[config.mk]
export PLATFORM = sky130hd
export DESIGN_NAME = microwave_timer_ctrl_flat
export DESIGN_NICKNAME = d
export VERILOG_FILES = /design/src/rtl/microwave_pkg.sv /design/src/rtl/microwave_timer_ctrl_if.sv /design/src/rtl/microwave_timer_ctrl_tick_gen.sv /design/src/rtl/microwave_timer_ctrl.sv /design/src/flat_wrapper.sv
export SDC_FILE = /design/constraint.sdc
export NUM_CORES = 1
export LEC_CHECK = 0
export ABC_AREA = 1
export BUFFER_PORTS_ARGS = -buffer_cell sky130_fd_sc_hd__buf_2
export CAP_MARGIN = 20
export CORE_UTILIZATION = 58
export DETAILED_ROUTE_END_ITERATION = 8
export PLACE_DENSITY = 0.81
export SETUP_SLACK_MARGIN = 0.15
export SYNTH_ARGS = -nofsm -noshare
export SYNTH_HDL_FRONTEND = slang
export SYNTH_HIERARCHICAL = 1
export SYNTH_SLANG_ARGS = --single-unit
[constraint.sdc]
create_clock -name clk -period 3.4 [get_ports clk]
set_clock_uncertainty 0.2 [all_clocks]
set_input_delay 0.17 -clock clk [delete_from_list [all_inputs] [get_ports clk]]
set_output_delay 0.17 -clock clk [all_outputs]
set_load 0.1 [all_outputs]
[src/rtl/microwave_pkg.sv]
// Shared types, state encoding and BCD time arithmetic for the microwave cook timer.
package microwave_pkg;

   typedef logic [3:0] bcd_t;

   localparam logic [2:0] ST_IDLE  = 3'd0;
   localparam logic [2:0] ST_ENTRY = 3'd1;
   localparam logic [2:0] ST_COOK  = 3'd2;
   localparam logic [2:0] ST_PAUSE = 3'd3;
   localparam logic [2:0] ST_DONE  = 3'd4;

   localparam bcd_t        SEC_TENS_MAX  = 4'd5;
   localparam logic [15:0] QUICK_ADD_SEC = 16'h0030;

   // One-second countdown of {M10,M1,S10,S1}; callers never pass 00:00.
   function automatic logic [15:0] bcd_dec(input logic [15:0] t);
      bcd_t m10, m1, s10, s1;
      m10 = t[15:12];
      m1  = t[11:8];
      s10 = t[7:4];
      s1  = t[3:0];
      if (s1 != 4'd0) begin
         s1 = s1 - 4'd1;
      end else begin
         s1 = 4'd9;
         if (s10 != 4'd0) begin
            s10 = s10 - 4'd1;
         end else begin
            s10 = SEC_TENS_MAX;
            if (m1 != 4'd0) begin
               m1 = m1 - 4'd1;
            end else begin
               m1  = 4'd9;
               m10 = m10 - 4'd1;
            end
         end
      end
      return {m10, m1, s10, s1};
   endfunction

   // Adds a BCD seconds amount (< 60) with carry into minutes, saturating at 99:59.
   function automatic logic [15:0] bcd_add_sec(input logic [15:0] t, input logic [7:0] add);
      logic [4:0] s1s, s10s, m1s, m10s;
      logic       c;
      s1s = {1'b0, t[3:0]} + {1'b0, add[3:0]};
      c   = 1'b0;
      if (s1s > 5'd9) begin
         s1s = s1s - 5'd10;
         c   = 1'b1;
      end
      s10s = {1'b0, t[7:4]} + {1'b0, add[7:4]} + {4'b0, c};
      c    = 1'b0;
      if (s10s > {1'b0, SEC_TENS_MAX}) begin
         s10s = s10s - 5'd6;
         c    = 1'b1;
      end
      m1s = {1'b0, t[11:8]} + {4'b0, c};
      c   = 1'b0;
      if (m1s > 5'd9) begin
         m1s = m1s - 5'd10;
         c   = 1'b1;
      end
      m10s = {1'b0, t[15:12]} + {4'b0, c};
      if (m10s > 5'd9)
         return 16'h9959;
      return {m10s[3:0], m1s[3:0], s10s[3:0], s1s[3:0]};
   endfunction

endpackage

[src/rtl/microwave_timer_ctrl_if.sv]
// Keypad/control inputs and display/heater outputs of the cook timer.
interface microwave_timer_ctrl_if;
   import microwave_pkg::*;

   logic        key_valid;
   bcd_t        key_digit;
   logic        start;
   logic        stop;
   logic        door_open;
   logic [15:0] time_bcd;
   logic [2:0]  state_o;
   logic        magnetron_on;
   logic        light_on;
   logic        beep;
   logic        done;

   modport master (
      output key_valid, key_digit, start, stop, door_open,
      input  time_bcd, state_o, magnetron_on, light_on, beep, done
   );

   modport slave (
      input  key_valid, key_digit, start, stop, door_open,
      output time_bcd, state_o, magnetron_on, light_on, beep, done
   );
endinterface

[src/rtl/microwave_timer_ctrl_tick_gen.sv]
// Modulo-TICK_DIV counter; tick is high for the single cycle the count wraps to 0.
module tick_gen #(
   parameter int TICK_DIV = 100
) (
   input  logic clk,
   input  logic rst,
   input  logic en,
   input  logic clr,
   output logic tick
);
   localparam int CW = (TICK_DIV > 1) ? $clog2(TICK_DIV) : 1;

   logic [CW-1:0] count;

   assign tick = en & (count == CW'(TICK_DIV - 1));

   always_ff @(posedge clk or posedge rst) begin
      if (rst)
         count <= '0;
      else if (clr)
         count <= '0;
      else if (en)
         count <= tick ? '0 : count + CW'(1);
   end
endmodule

[src/rtl/microwave_timer_ctrl.sv]
// Microwave cook-cycle sequencer: keypad MM:SS entry, countdown, door interlock, end beep.
// Optional QUICK_ADD_EN: start adds 30 s (from IDLE it launches a 00:30 cook).
module microwave_timer_ctrl
   import microwave_pkg::*;
#(
   parameter int TICK_DIV   = 100,
   parameter int BEEP_TICKS = 3
) (
   input  logic                  clk,
   input  logic                  rst,
   microwave_timer_ctrl_if.slave bus
);
   logic [2:0]  state, state_nxt;
   logic [15:0] time_q, time_nxt, time_dec;
   logic        done_q, done_nxt;
   logic [7:0]  beep_cnt, beep_cnt_nxt;
   logic        tick, tick_en, tick_clr;
   logic        digit_ok, can_start;

   assign digit_ok  = bus.key_valid & (bus.key_digit <= 4'd9);
   assign can_start = ~bus.door_open & (time_q != 16'h0000) & (time_q[7:4] <= SEC_TENS_MAX);
   assign time_dec  = bcd_dec(time_q);

   // Freeze the phase in the cycle COOK is left so PAUSE resumes mid-second.
   assign tick_en = ((state == ST_COOK) & ~bus.door_open & ~bus.stop) | (state == ST_DONE);

   tick_gen #(.TICK_DIV(TICK_DIV)) u_tick_gen (
      .clk  (clk),
      .rst  (rst),
      .en   (tick_en),
      .clr  (tick_clr),
      .tick (tick)
   );

   always_comb begin
      state_nxt    = state;
      time_nxt     = time_q;
      done_nxt     = 1'b0;
      beep_cnt_nxt = beep_cnt;
      tick_clr     = 1'b0;
      case (state)
         ST_IDLE: begin
            if (!bus.stop) begin
`ifdef QUICK_ADD_EN
               if (bus.start && !bus.door_open && time_q == 16'h0000) begin
                  time_nxt  = QUICK_ADD_SEC;
                  state_nxt = ST_COOK;
                  tick_clr  = 1'b1;
               end else
`endif
               if (digit_ok) begin
                  time_nxt  = {time_q[11:0], bus.key_digit};
                  state_nxt = ST_ENTRY;
               end
            end
         end
         ST_ENTRY: begin
            if (bus.stop) begin
               time_nxt  = 16'h0000;
               state_nxt = ST_IDLE;
            end else if (bus.start) begin
               if (can_start) begin
                  state_nxt = ST_COOK;
                  tick_clr  = 1'b1;
               end
            end else if (digit_ok) begin
               time_nxt = {time_q[11:0], bus.key_digit};
            end
         end
         ST_COOK: begin
            if (bus.door_open || bus.stop) begin
               state_nxt = ST_PAUSE;
            end else if (bus.start) begin
`ifdef QUICK_ADD_EN
               time_nxt = bcd_add_sec(time_q, QUICK_ADD_SEC[7:0]);
`endif
            end else if (tick) begin
               time_nxt = time_dec;
               if (time_dec == 16'h0000) begin
                  state_nxt    = ST_DONE;
                  done_nxt     = 1'b1;
                  beep_cnt_nxt = 8'd0;
               end
            end
         end
         ST_PAUSE: begin
            if (bus.stop) begin
               time_nxt  = 16'h0000;
               state_nxt = ST_IDLE;
            end else if (bus.start && !bus.door_open) begin
               state_nxt = ST_COOK;
            end
         end
         ST_DONE: begin
            if (bus.stop) begin
               state_nxt = ST_IDLE;
            end else if (tick) begin
               if (beep_cnt == 8'(BEEP_TICKS - 1))
                  state_nxt = ST_IDLE;
               else
                  beep_cnt_nxt = beep_cnt + 8'd1;
            end
         end
         default: state_nxt = ST_IDLE;
      endcase
   end

   always_ff @(posedge clk or posedge rst) begin
      if (rst) begin
         state    <= ST_IDLE;
         time_q   <= 16'h0000;
         done_q   <= 1'b0;
         beep_cnt <= 8'd0;
      end else begin
         state    <= state_nxt;
         time_q   <= time_nxt;
         done_q   <= done_nxt;
         beep_cnt <= beep_cnt_nxt;
      end
   end

   // Heater gate stays combinational on the door switch: no clock edge between door and magnetron.
   assign bus.magnetron_on = (state == ST_COOK) & ~bus.door_open;
   assign bus.light_on     = bus.door_open | (state == ST_COOK) | (state == ST_PAUSE);
   assign bus.beep         = (state == ST_DONE);
   assign bus.done         = done_q;
   assign bus.time_bcd     = time_q;
   assign bus.state_o      = state;
endmodule
[src/flat_wrapper.sv]
// flat-port wrapper written by rule: the top's interface ports become plain ports
module microwave_timer_ctrl_flat import microwave_pkg::*;
#(
   parameter int TICK_DIV   = 100,
   parameter int BEEP_TICKS = 3
)
  (clk, rst, bus_key_valid, bus_key_digit, bus_start, bus_stop, bus_door_open, bus_time_bcd, bus_state_o, bus_magnetron_on, bus_light_on, bus_beep, bus_done);
  microwave_timer_ctrl_if bus_i ();
  input  logic clk;
  input  logic rst;
  input wire logic [$bits(bus_i.key_valid)-1:0] bus_key_valid;
  input wire logic [$bits(bus_i.key_digit)-1:0] bus_key_digit;
  input wire logic [$bits(bus_i.start)-1:0] bus_start;
  input wire logic [$bits(bus_i.stop)-1:0] bus_stop;
  input wire logic [$bits(bus_i.door_open)-1:0] bus_door_open;
  output wire logic [$bits(bus_i.time_bcd)-1:0] bus_time_bcd;
  output wire logic [$bits(bus_i.state_o)-1:0] bus_state_o;
  output wire logic [$bits(bus_i.magnetron_on)-1:0] bus_magnetron_on;
  output wire logic [$bits(bus_i.light_on)-1:0] bus_light_on;
  output wire logic [$bits(bus_i.beep)-1:0] bus_beep;
  output wire logic [$bits(bus_i.done)-1:0] bus_done;
  assign bus_i.key_valid = bus_key_valid;
  assign bus_i.key_digit = bus_key_digit;
  assign bus_i.start = bus_start;
  assign bus_i.stop = bus_stop;
  assign bus_i.door_open = bus_door_open;
  assign bus_time_bcd = bus_i.time_bcd;
  assign bus_state_o = bus_i.state_o;
  assign bus_magnetron_on = bus_i.magnetron_on;
  assign bus_light_on = bus_i.light_on;
  assign bus_beep = bus_i.beep;
  assign bus_done = bus_i.done;
  microwave_timer_ctrl #(.TICK_DIV(TICK_DIV), .BEEP_TICKS(BEEP_TICKS)) u_core (.clk(clk), .rst(rst), .bus(bus_i));
endmodule
==> impl_metrics.csv, run 1 <==
group,metric,value,unit
run_status,status,"finished clean",
finish,layout-drive-gt1-share,20.29,%
synth,async_flop_share,100.0,%
die,io_pins,33,
synth,synth_edf_count,0,
die,die_w,68.58,µm
timing,relSlewSlack,46.46,%
finish,final_area,3008,µm²
clock_tree,cts_tree,"built",
clock_tree,h-tree-depth,2,
critical_path,start_kind,"register",
die,coreArea,4115,µm²
timing,rsz0062_at_grt,"no",
placed_design,hpwl,4.600,mm
timing,fmax,0.3278,GHz
finish,area_growth,16.98,%
synth,avgSynthCellArea,6.802,µm²
finish,num_antenna_cells,0,
critical_path,path_class,"reg -> reg",
power,combPwrFrac,65.9,%
synth,ys_ff_latch,35,
route,vias,2638,
synth,synth_seq_area_share,34.06,%
placed_design,dp_slack,0.2336,ns
route,wl_per_cell,14.15,µm
timing,setup_ws,0.3498,ns
power,p_int,0.001260,W
finish,stdcell_count,469,
finish,nets,433,
route,wl,6.638,mm
clock_tree,cts_buffer_depth,2,
clock_tree,clkTransAtPathRegs,0.08,ns
placed_design,post-place-cells,457,
timing,finalHoldViolations,0,
timing,slew_violations,0,
power,p_seq_share,21.6,%
synth,synth_cell_types,35,
global_route,grt_pass1_vias,2375,
critical_path,cp-end-kind,"register",
die,die-area,4703,µm²
synth,yosysWarningCount,6,
power,clkPwrFrac,12.5,%
die,die_h,68.58,µm
global_route,globalRoute.totalOverflow,0,
global_route,grt_pass1_wl,10.73,mm
timing,layout_min_cycle_time,3.050,ns
synth,synthCells,378,
timing,fin_tns_setup,0,ns
route,drc_errors,0,
global_route,antenna_found_initial,0,
power,p_per_area,1059,nW/µm²
clock_tree,cts_inserted_buffers,5,
global_route,grt_max_degree,21,
global_route,track_usage,31.05,%
job,maxCapViolations,0,
critical_path,reg2regPathDepth,17,
placed_design,place.gp.congestion,0.9462,
power,vdd_drop_max,0.9248,mV
die,rows,23,
synth,synthesis.area,2571,µm²
timing,finalSetupViolations,0,
die,start_util,62.48,%
placed_design,placed_area,2830,µm²
synth,synth_top_flop_cell,"dfrtp_1",
clock_tree,clock_sinks,35,
route,dr.pass1.iters,5,
timing,finalCritPeriodShare,89.71,%
power,switching_share,60.43,%
power,p_leak,1.573,nW
clock_tree,cts_root_buffer,"clkbuf_8",
critical_path,required,3.37,ns
clock_tree,clk-insertion-delay-late,0.29,ns
power,totalPowerFinal,0.003184,W
critical_path,crit_path_max_fanout,8,
critical_path,arrival,3.02,ns
synth,syn-num-nets,393,
timing,tightest_slew,0.8023,ns
placed_design,port_buffers,32,
power,p_sw,0.001924,W
min_path,holdPathStages,5,
route,ant_nets,0,
min_path,hold_class,"in -> reg",
route,drtIter0Drc,391,
route,vias_per_cell,5.625,
==> flip-flops by register name, summed over array words and instances (netlist names) <==
signal,count
u_core/bus.done,1
u_core/beep_cnt,8
u_core/bus.state_o,3
u_core/bus.time_bcd,16
u_core/u_tick_gen/count,7
==> power by group through the flow <==
stage               clock, W  combinational [W]  sequential [W]
finish              0.000397            0.00210        0.000689
floorplan                  0            0.00108         0.00128
global placement           0            0.00196        0.000688
global route        0.000422            0.00226        0.000708
detailed placement         0            0.00198        0.000694
CTS                 0.000403            0.00200        0.000688
==> cell families after synthesis <==
group | count (synthesis) | synth area share (%)
flops | 35 | 34.06
fa+ha+maj | 5 | 2.433
compound gates | 57 | 13.33
xor+xnor | 5 | 1.703
simple gates | 216 | 39.51
buf+inv | 60 | 8.953
==> stage by stage <==
stage / hold WS [ns] / util, %
2_1_floorplan: -0.2266 / -
3_3_place_gp: -0.08081 / 68.77
3_5_place_dp: -0.08105 / 68.77
4_1_cts: 0.0009977 / 71.88
5_1_grt: 0.07446 / 73.09
6_report: 0.006674 / 73.09
==> path summary, 6_finish.rpt <==
| check | to | slack (ns) | start |
|---|---|---|---|
| setup / recovery | u_core/bus.time_bcd[12] | 0.35 | u_core/bus.state_o[2] |
| hold / removal | u_core/bus.time_bcd[0] | 0.007 | bus_key_digit[0] |
| setup reg to reg | u_core/bus.time_bcd[12] | 0.35 | u_core/bus.state_o[2] |
| hold reg to reg | u_core/u_tick_gen/count[6] | 0.32 | u_core/u_tick_gen/count[6] |
| max in group asynchronous | u_core/bus.time_bcd[6] | 1.96 | rst |
| min in group asynchronous | u_core/u_tick_gen/count[2] | 0.16 | rst |
==> repair_timing <==
item / 4_1_cts / 5_1_grt
buffers inserted: 0 / 3
gates resized for setup: 0 / 6
hold endpoints to repair: 26 / 0
endpoints found under the setup margin: 0 / 15
hold buffers: 1 / 0
==> Yosys cell counts, types with 2 or more instances <==
cell type / instances / area share, %
a21oi_1: 13 / 2.5
a22oi_1: 5 / 1.5
buf_2: 4 / 0.78
dfrtp_1: 35 / 34
ha_1: 5 / 2.4
inv_1: 54 / 7.9
nand2_1: 104 / 15
nand2_2: 10 / 2.4
nand2_4: 2 / 0.88
nand2_8: 2 / 1.6
nand3_1: 35 / 6.8
nand4_1: 4 / 0.97
nor2_1: 42 / 6.1
nor2_2: 3 / 0.73
nor2_4: 4 / 1.8
nor3_1: 5 / 0.97
o21ai_0: 20 / 3.9
o21ai_1: 3 / 0.58
o22ai_1: 9 / 2.2
xor2_1: 4 / 1.4
==> area by class of cell <==
type	instances	area [µm²]
clock inverter	2	35.03
inverter	55	212.7
tap	50	62.56
sequential	35	884.6
multi-input combinational	283	1523
fill	334	1107
timing repair buffer	38	207.7
clock buffer	6	82.58
==> cells in the final DEF, fill, tap and decap left out, types with 2 or more instances in the layout <==
cell / count
nand3_1: 34
clkbuf_8: 6
nor2_1: 40
dfrtp_4: 2
xor2_1: 4
inv_1: 52
a21oi_1: 11
nand2_1: 102
dfrtp_1: 32
clkinv_2: 2
nand4_1: 4
nand2_4: 3
o21ai_1: 7
ha_1: 5
a22oi_1: 5
o22ai_1: 9
nor2_4: 5
o21ai_0: 15
nand2_8: 2
nor3_1: 5
nor2_2: 4
nand2_2: 11
buf_2: 32
buf_4: 5
==> worst max-delay path: stages, from the launching register on <==
cell and delay (ns):
dfrtp_4 0.49, inv_2 0.13, nand2_1 0.09, nor2_1 0.13, nand2_1 0.15, nand2_4 0.14
nand2_2 0.06, inv_1 0.05, nand2_1 0.07, nor2_4 0.15, inv_1 0.07, o31ai_1 0.22
inv_1 0.12, nor2_2 0.18, nand3_4 0.19, a21oi_4 0.20, buf_4 0.18, o22ai_1 0.09
==> routing by layer <==
metal	wire length, µm	vias to the layer above	GRT usage [%]
met5	0	-	0
met3	459	10	5.428
li1	-	1306	-
met4	108	0	12.24
met2	3136	118	51.35
met1	2933	1204	40.02
No activity file was read; power rests on OpenSTA's default activity.
==> run 2, diff against run 1 <==
--- a/config.mk
+++ b/config.mk
@@ -10,7 +10,7 @@
 export CAP_MARGIN = 20
 export CORE_UTILIZATION = 58
 export DETAILED_ROUTE_END_ITERATION = 8
-export PLACE_DENSITY = 0.81
+export PLACE_DENSITY = 0.77
 export SETUP_SLACK_MARGIN = 0.15
 export SYNTH_ARGS = -nofsm -noshare
 export SYNTH_HDL_FRONTEND = slang
==> impl_metrics.csv, run 2 (synthesis results as in run 1) <==
group,metric,value,unit
die,io_pins,33,
die,die_w,68.58,µm
route,vias_per_cell,5.531,
min_path,worstHoldStart,"bus_key_digit[0]",
placed_design,place.gp.congestion,0.9571,
finish,largest_register_ffs,16,
die,die_h,68.58,µm
timing,rsz0062_at_grt,"no",
route,drc_errors,0,
min_path,worstHoldEndpoint,"u_core/bus.time_bcd[0]",
timing,finalSetupViolations,0,
critical_path,required,3.38,ns
route,wl_per_cell,13.88,µm
finish,area_growth,16.20,%
clock_tree,clock_sinks,35,
global_route,track_usage,31.22,%
min_path,holdPathStages,5,
global_route,grt_max_degree,18,
critical_path,r2r-end,"u_core/bus.time_bcd[4]",
power,p_leak,1.557,nW
placed_design,port_buffers,32,
finish,final_common_cell,"nand2_1",
route,wl,6.509,mm
die,coreArea,4115,µm²
critical_path,start_kind,"register",
timing,finalHoldViolations,0,
job,maxCapViolations,0,
clock_tree,cts_buffer_depth,2,
route,drtIter0Drc,229,
finish,stdcell_count,469,
clock_tree,cts_tree,"built",
timing,slew_violations,0,
clock_tree,clkTransAtPathRegs,0.08,ns
critical_path,arrival,3.02,ns
global_route,globalRoute.totalOverflow,0,
critical_path,rr_startpoint,"u_core/bus.state_o[2]",
clock_tree,clk-insertion-delay-late,0.29,ns
route,wl_met1,3.029,mm
clock_tree,h-tree-depth,2,
min_path,hold_class,"in -> reg",
route,top_layer_used,"met4",
timing,fin_tns_setup,0,ns
critical_path,reg2regPathDepth,18,
route,wl_met2,3.046,mm
power,p_per_area,1032,nW/µm²
placed_design,post-place-cells,457,
finish,num_antenna_cells,0,
run_status,status,"finished clean",
die,start_util,62.48,%
timing,relSlewSlack,47.94,%
route,ant_nets,0,
global_route,grt_pass1_vias,2283,
clock_tree,cts_root_buffer,"clkbuf_8",
placed_design,hpwl,4.742,mm
timing,fmax,0.3288,GHz
critical_path,cp-end-kind,"register",
global_route,grt_pass1_wl,10.75,mm
die,rows,23,
critical_path,path_class,"reg -> reg",
global_route,antenna_found_initial,0,
timing,layout_min_cycle_time,3.041,ns
route,vias,2594,
route,wl_met3,307,µm
finish,layout_common_cells,"102 x nand2_1, 52 x inv_1, 40 x nor2_1, 34 x nand3_1",
critical_path,ff2ff_setup_slack,0.36,ns
route,dr.pass1.iters,4,
timing,finalCritPeriodShare,89.44,%
critical_path,crit_path_max_fanout,12,
finish,layout-drive-gt1-share,20.29,%
clock_tree,cts_inserted_buffers,5,
timing,tightest_slew,0.7801,ns
power,vdd_drop_max,0.9314,mV
finish,fillerInstances,369,
finish,nets,433,
die,die-area,4703,µm²
[run 2: cell types whose count changed in the layout (fill, tap and decap cells not counted), sizes merged]
| cell | previous run | this run |
|---|---|---|
| bufinv | 1 | 0 |
| clkinvlp | 0 | 1 |
[run 2: through the flow]
step / power (W) / hold WS (ns) / instance area [µm²] / util (%) / worst slack [ns]
floorplan: 0.002355 / -0.2266 / 2635 / - / -0.3527
global placement: 0.002647 / -0.08079 / 2830 / 68.77 / 0.3713
detailed placement: 0.002669 / -0.08232 / 2830 / 68.77 / 0.2323
CTS: 0.002994 / 0.02518 / 2933 / 71.27 / 0.1657
global route: 0.003291 / 0.06904 / 2988 / 72.61 / 0.1692
finish: 0.003083 / 0.03016 / 2988 / 72.61 / 0.3590
[run 2: worst max-delay path by stage]
stage / start / end / slack [ns] / cells past startpoint
2_1_floorplan: u_core/bus.state_o[1] / u_core/bus.time_bcd[12] / -0.35 / 16
5_1_grt: u_core/bus.state_o[2] / u_core/beep_cnt[6] / 0.17 / 16
3_3_place_gp: u_core/bus.state_o[2] / u_core/bus.time_bcd[8] / 0.37 / 16
3_5_place_dp: u_core/bus.state_o[2] / u_core/bus.time_bcd[0] / 0.23 / 16
6_report: u_core/bus.state_o[2] / u_core/bus.time_bcd[4] / 0.36 / 18
4_1_cts: u_core/bus.state_o[2] / u_core/bus.time_bcd[4] / 0.17 / 18
[run 2: where the power goes]
| group | switching (W) | internal, W | total [W] |
|---|---|---|---|
| registers | 0.000160 | 0.000533 | 0.000693 |
| clock network | 0.000158 | 0.000143 | 0.000301 |
| logic | 0.00158 | 0.000506 | 0.00209 |
[run 2: layout make-up]
type,instances,area [µm²],area share (%)
multi-input cells,283,1523,50.96
clock buffers,6,72.57,2.429
repair buffers,38,220.2,7.370
flip-flops and latches,35,884.6,29.61
clock inverters,2,12.51,0.4188
well taps,50,62.56,2.094
inverters,55,212.7,7.119
[run 2: worst max-delay path, stage by stage (launching register included)]
cell and delay, ns:
dfrtp_4 0.49, inv_2 0.14, nand2_1 0.09, nor2_1 0.13, nand2_1 0.15, nand2_4 0.13, nand2_2 0.05, inv_1 0.05
nand2_1 0.05, nor2_2 0.20, inv_1 0.10, o31ai_2 0.25, inv_1 0.13, nor2_2 0.18, nand3_4 0.15, inv_6 0.14
o21ai_2 0.09, o21ai_1 0.14, nand2_1 0.06
[run 2: timing repair]
item,4_1_cts,5_1_grt
gates resized for setup,1,5
endpoints found under the setup margin,11,17
buffers inserted,0,3
hold buffers,1,0
hold endpoints to repair,23,0
[run 2: per-layer routing]
| metal | GRT usage, % | up-vias |
|---|---|---|
| li1 | - | 1308 |
| met1 | 41.27 | 1200 |
| met2 | 50.00 | 76 |
| met3 | 5.428 | 10 |
| met4 | 13.02 | 0 |
| met5 | 0 | - |
==> run 3, diff against run 2 <==
--- a/config.mk
+++ b/config.mk
@@ -8,6 +8,7 @@
 export ABC_AREA = 1
 export BUFFER_PORTS_ARGS = -buffer_cell sky130_fd_sc_hd__buf_2
 export CAP_MARGIN = 20
+export CORE_ASPECT_RATIO = 0.5
 export CORE_UTILIZATION = 58
 export DETAILED_ROUTE_END_ITERATION = 8
 export PLACE_DENSITY = 0.77
==> impl_metrics.csv, run 3 (synthesis results as in run 1) <==
group,metric,value,unit
run_status,status,"finished clean",
global_route,antenna_found_initial,0,
critical_path,crit_path_max_fanout,8,
die,io_pins,33,
timing,tightest_slew,0.8481,ns
route,vias,2698,
die,start_util,63.27,%
critical_path,arrival,3.03,ns
timing,fin_hold_ws,0.01356,ns
clock_tree,cts_tree,"built",
finish,final_common_cell,"nand2_1",
die,die-area,4720,µm²
route,drtIter0Drc,201,
critical_path,required,3.36,ns
clock_tree,cts_root_buffer,"clkbuf_8",
critical_path,cp_common_cell,"inv_1",
finish,layout-drive-gt1-share,20.95,%
timing,layout_min_cycle_time,3.067,ns
critical_path,path_buf_inv,4,
critical_path,worstPathCellList,"inv_2 -> nand2_1 -> nor2_2 -> nand2_2 -> nand2_4 -> nand2_2 -> inv_1 -> nand2_1 -> nor2_4 -> inv_1 -> o31ai_1 -> inv_1 -> nor2_2 -> nand3_4 -> a21oi_2 -> o22ai_1",
route,wl,6.956,mm
critical_path,r2r-end,"u_core/bus.time_bcd[12]",
finish,largest_register_ffs,16,
timing,relSlewSlack,43.40,%
placed_design,hpwl,4.839,mm
global_route,grt_max_degree,20,
timing,slew_violations,0,
clock_tree,h-tree-depth,2,
timing,rsz0062_at_grt,"no",
finish,area_growth,17.71,%
clock_tree,clk-insertion-delay-late,0.29,ns
min_path,hold_class,"in -> reg",
power,vdd_drop_max,0.9548,mV
global_route,track_usage,30.12,%
timing,finalHoldViolations,0,
route,ant_nets,0,
critical_path,start_kind,"register",
route,dr.pass1.iters,5,
placed_design,place.gp.congestion,0.8930,
critical_path,crit_family,"simple AND/OR/NAND/NOR gates",
min_path,worstHoldEndpoint,"u_core/bus.time_bcd[0]",
global_route,grt_pass1_wl,10.96,mm
critical_path,reg2regPathDepth,16,
die,die_w,96.16,µm
finish,nets,434,
job,maxCapViolations,0,
route,vias_per_cell,5.692,
route,drc_errors,0,
clock_tree,cts_buffer_depth,2,
finish,num_antenna_cells,0,
clock_tree,clock_sinks,35,
timing,finalCritPeriodShare,90.22,%
route,wl_per_cell,14.68,µm
min_path,worstHoldStart,"bus_key_digit[0]",
global_route,globalRoute.totalOverflow,0,
critical_path,rr_startpoint,"u_core/bus.state_o[2]",
critical_path,ff2ff_setup_slack,0.33,ns
placed_design,port_buffers,32,
critical_path,cp-end-kind,"register",
power,p_leak,1.575,nW
die,die_h,49.08,µm
die,rows,16,
power,p_per_area,1072,nW/µm²
clock_tree,clkTransAtPathRegs,0.08,ns
timing,fmax,0.3260,GHz
timing,finalSetupViolations,0,
critical_path,path_class,"reg -> reg",
min_path,holdPathStages,5,
critical_path,slowest_stage,"dfrtp_4",
clock_tree,cts_inserted_buffers,5,
critical_path,cp.depth,16,
global_route,grt_pass1_vias,2434,
finish,layout_common_cells,"101 x nand2_1, 52 x inv_1, 39 x nor2_1, 34 x nand3_1",
critical_path,crit_path_max_incr_delay,0.49,ns
die,coreArea,4064,µm²
finish,final_util,74.48,%
==> run 3: cell count changes in the layout (fill, tap and decap cells not counted), sizes merged <==
cell      delta
a21oi        +1
bufinv       +1
clkinvlp     -1
==> run 3: worst register-to-register path: stages, from the launching register on <==
cell     delay [ns]
dfrtp_4        0.49
inv_2          0.14
nand2_1        0.10
nor2_2         0.14
nand2_2        0.11
nand2_4        0.11
nand2_2        0.06
inv_1          0.06
nand2_1        0.08
nor2_4         0.16
inv_1          0.08
o31ai_1        0.26
inv_1          0.13
nor2_2         0.18
nand3_4        0.19
a21oi_2        0.33
o22ai_1        0.12
==> run 3: per-stage QoR <==
| step | setup WS, ns | setup TNS [ns] | cells | power (W) | cell area (µm²) |
|---|---|---|---|---|---|
| after global routing | 0.09530 | 0 | 474 | 0.003408 | 3027 |
| after CTS | 0.2017 | 0 | 470 | 0.003117 | 2963 |
| after global placement | 0.3964 | 0 | 461 | 0.002647 | 2835 |
| after detailed placement | 0.2130 | 0 | 461 | 0.002687 | 2835 |
| after floorplan | -0.3527 | -8.006 | 378 | 0.002355 | 2635 |
| final | 0.3326 | 0 | 474 | 0.003246 | 3027 |
==> run 3: where the power goes <==
part           switching [W]  leakage (nW)  internal, W  total, W
Combinational        0.00164          1.05     0.000494   0.00214
Clock               0.000167        0.0612     0.000238  0.000405
Sequential          0.000170         0.468     0.000533  0.000703
Total                0.00198          1.57      0.00127   0.00325
==> run 3: metal layers <==
layer,track usage [%],wire length (µm),share of wire (%),vias up
li1,-,-,-,1308
met1,41.94,3078,44,1255
met2,47.64,3298,47,125
met3,6.231,516,7.4,10
met4,7.960,61,0.88,0
met5,0,0,0,-
==> run 3: worst max-delay path by stage <==
stage / to / from / slack, ns
5_1_grt: u_core/bus.time_bcd[2] / u_core/bus.state_o[2] / 0.1
3_3_place_gp: u_core/bus.time_bcd[8] / u_core/bus.state_o[2] / 0.40
2_1_floorplan: u_core/bus.time_bcd[12] / u_core/bus.state_o[1] / -0.35
6_report: u_core/bus.time_bcd[12] / u_core/bus.state_o[2] / 0.33
4_1_cts: u_core/bus.time_bcd[8] / u_core/bus.state_o[2] / 0.20
3_5_place_dp: u_core/bus.time_bcd[11] / u_core/bus.state_o[2] / 0.21
==> run 3: layout make-up <==
cell class / count / area, µm²
multi-input cells: 284 / 1536
fillers: 343 / 1037
flip-flops and latches: 35 / 884.6
inverters: 55 / 212.7
repair buffers: 38 / 207.7
clock buffers: 6 / 82.58
well taps: 54 / 67.56
clock inverters: 2 / 35.03
==> run 3: repair_timing <==
item / in CTS / in global routing
setup buffers: 0 / 3
hold buffers: 1 / 0
hold endpoints to repair: 25 / 0
resized for setup: 0 / 8
endpoints found under the setup margin: 0 / 23
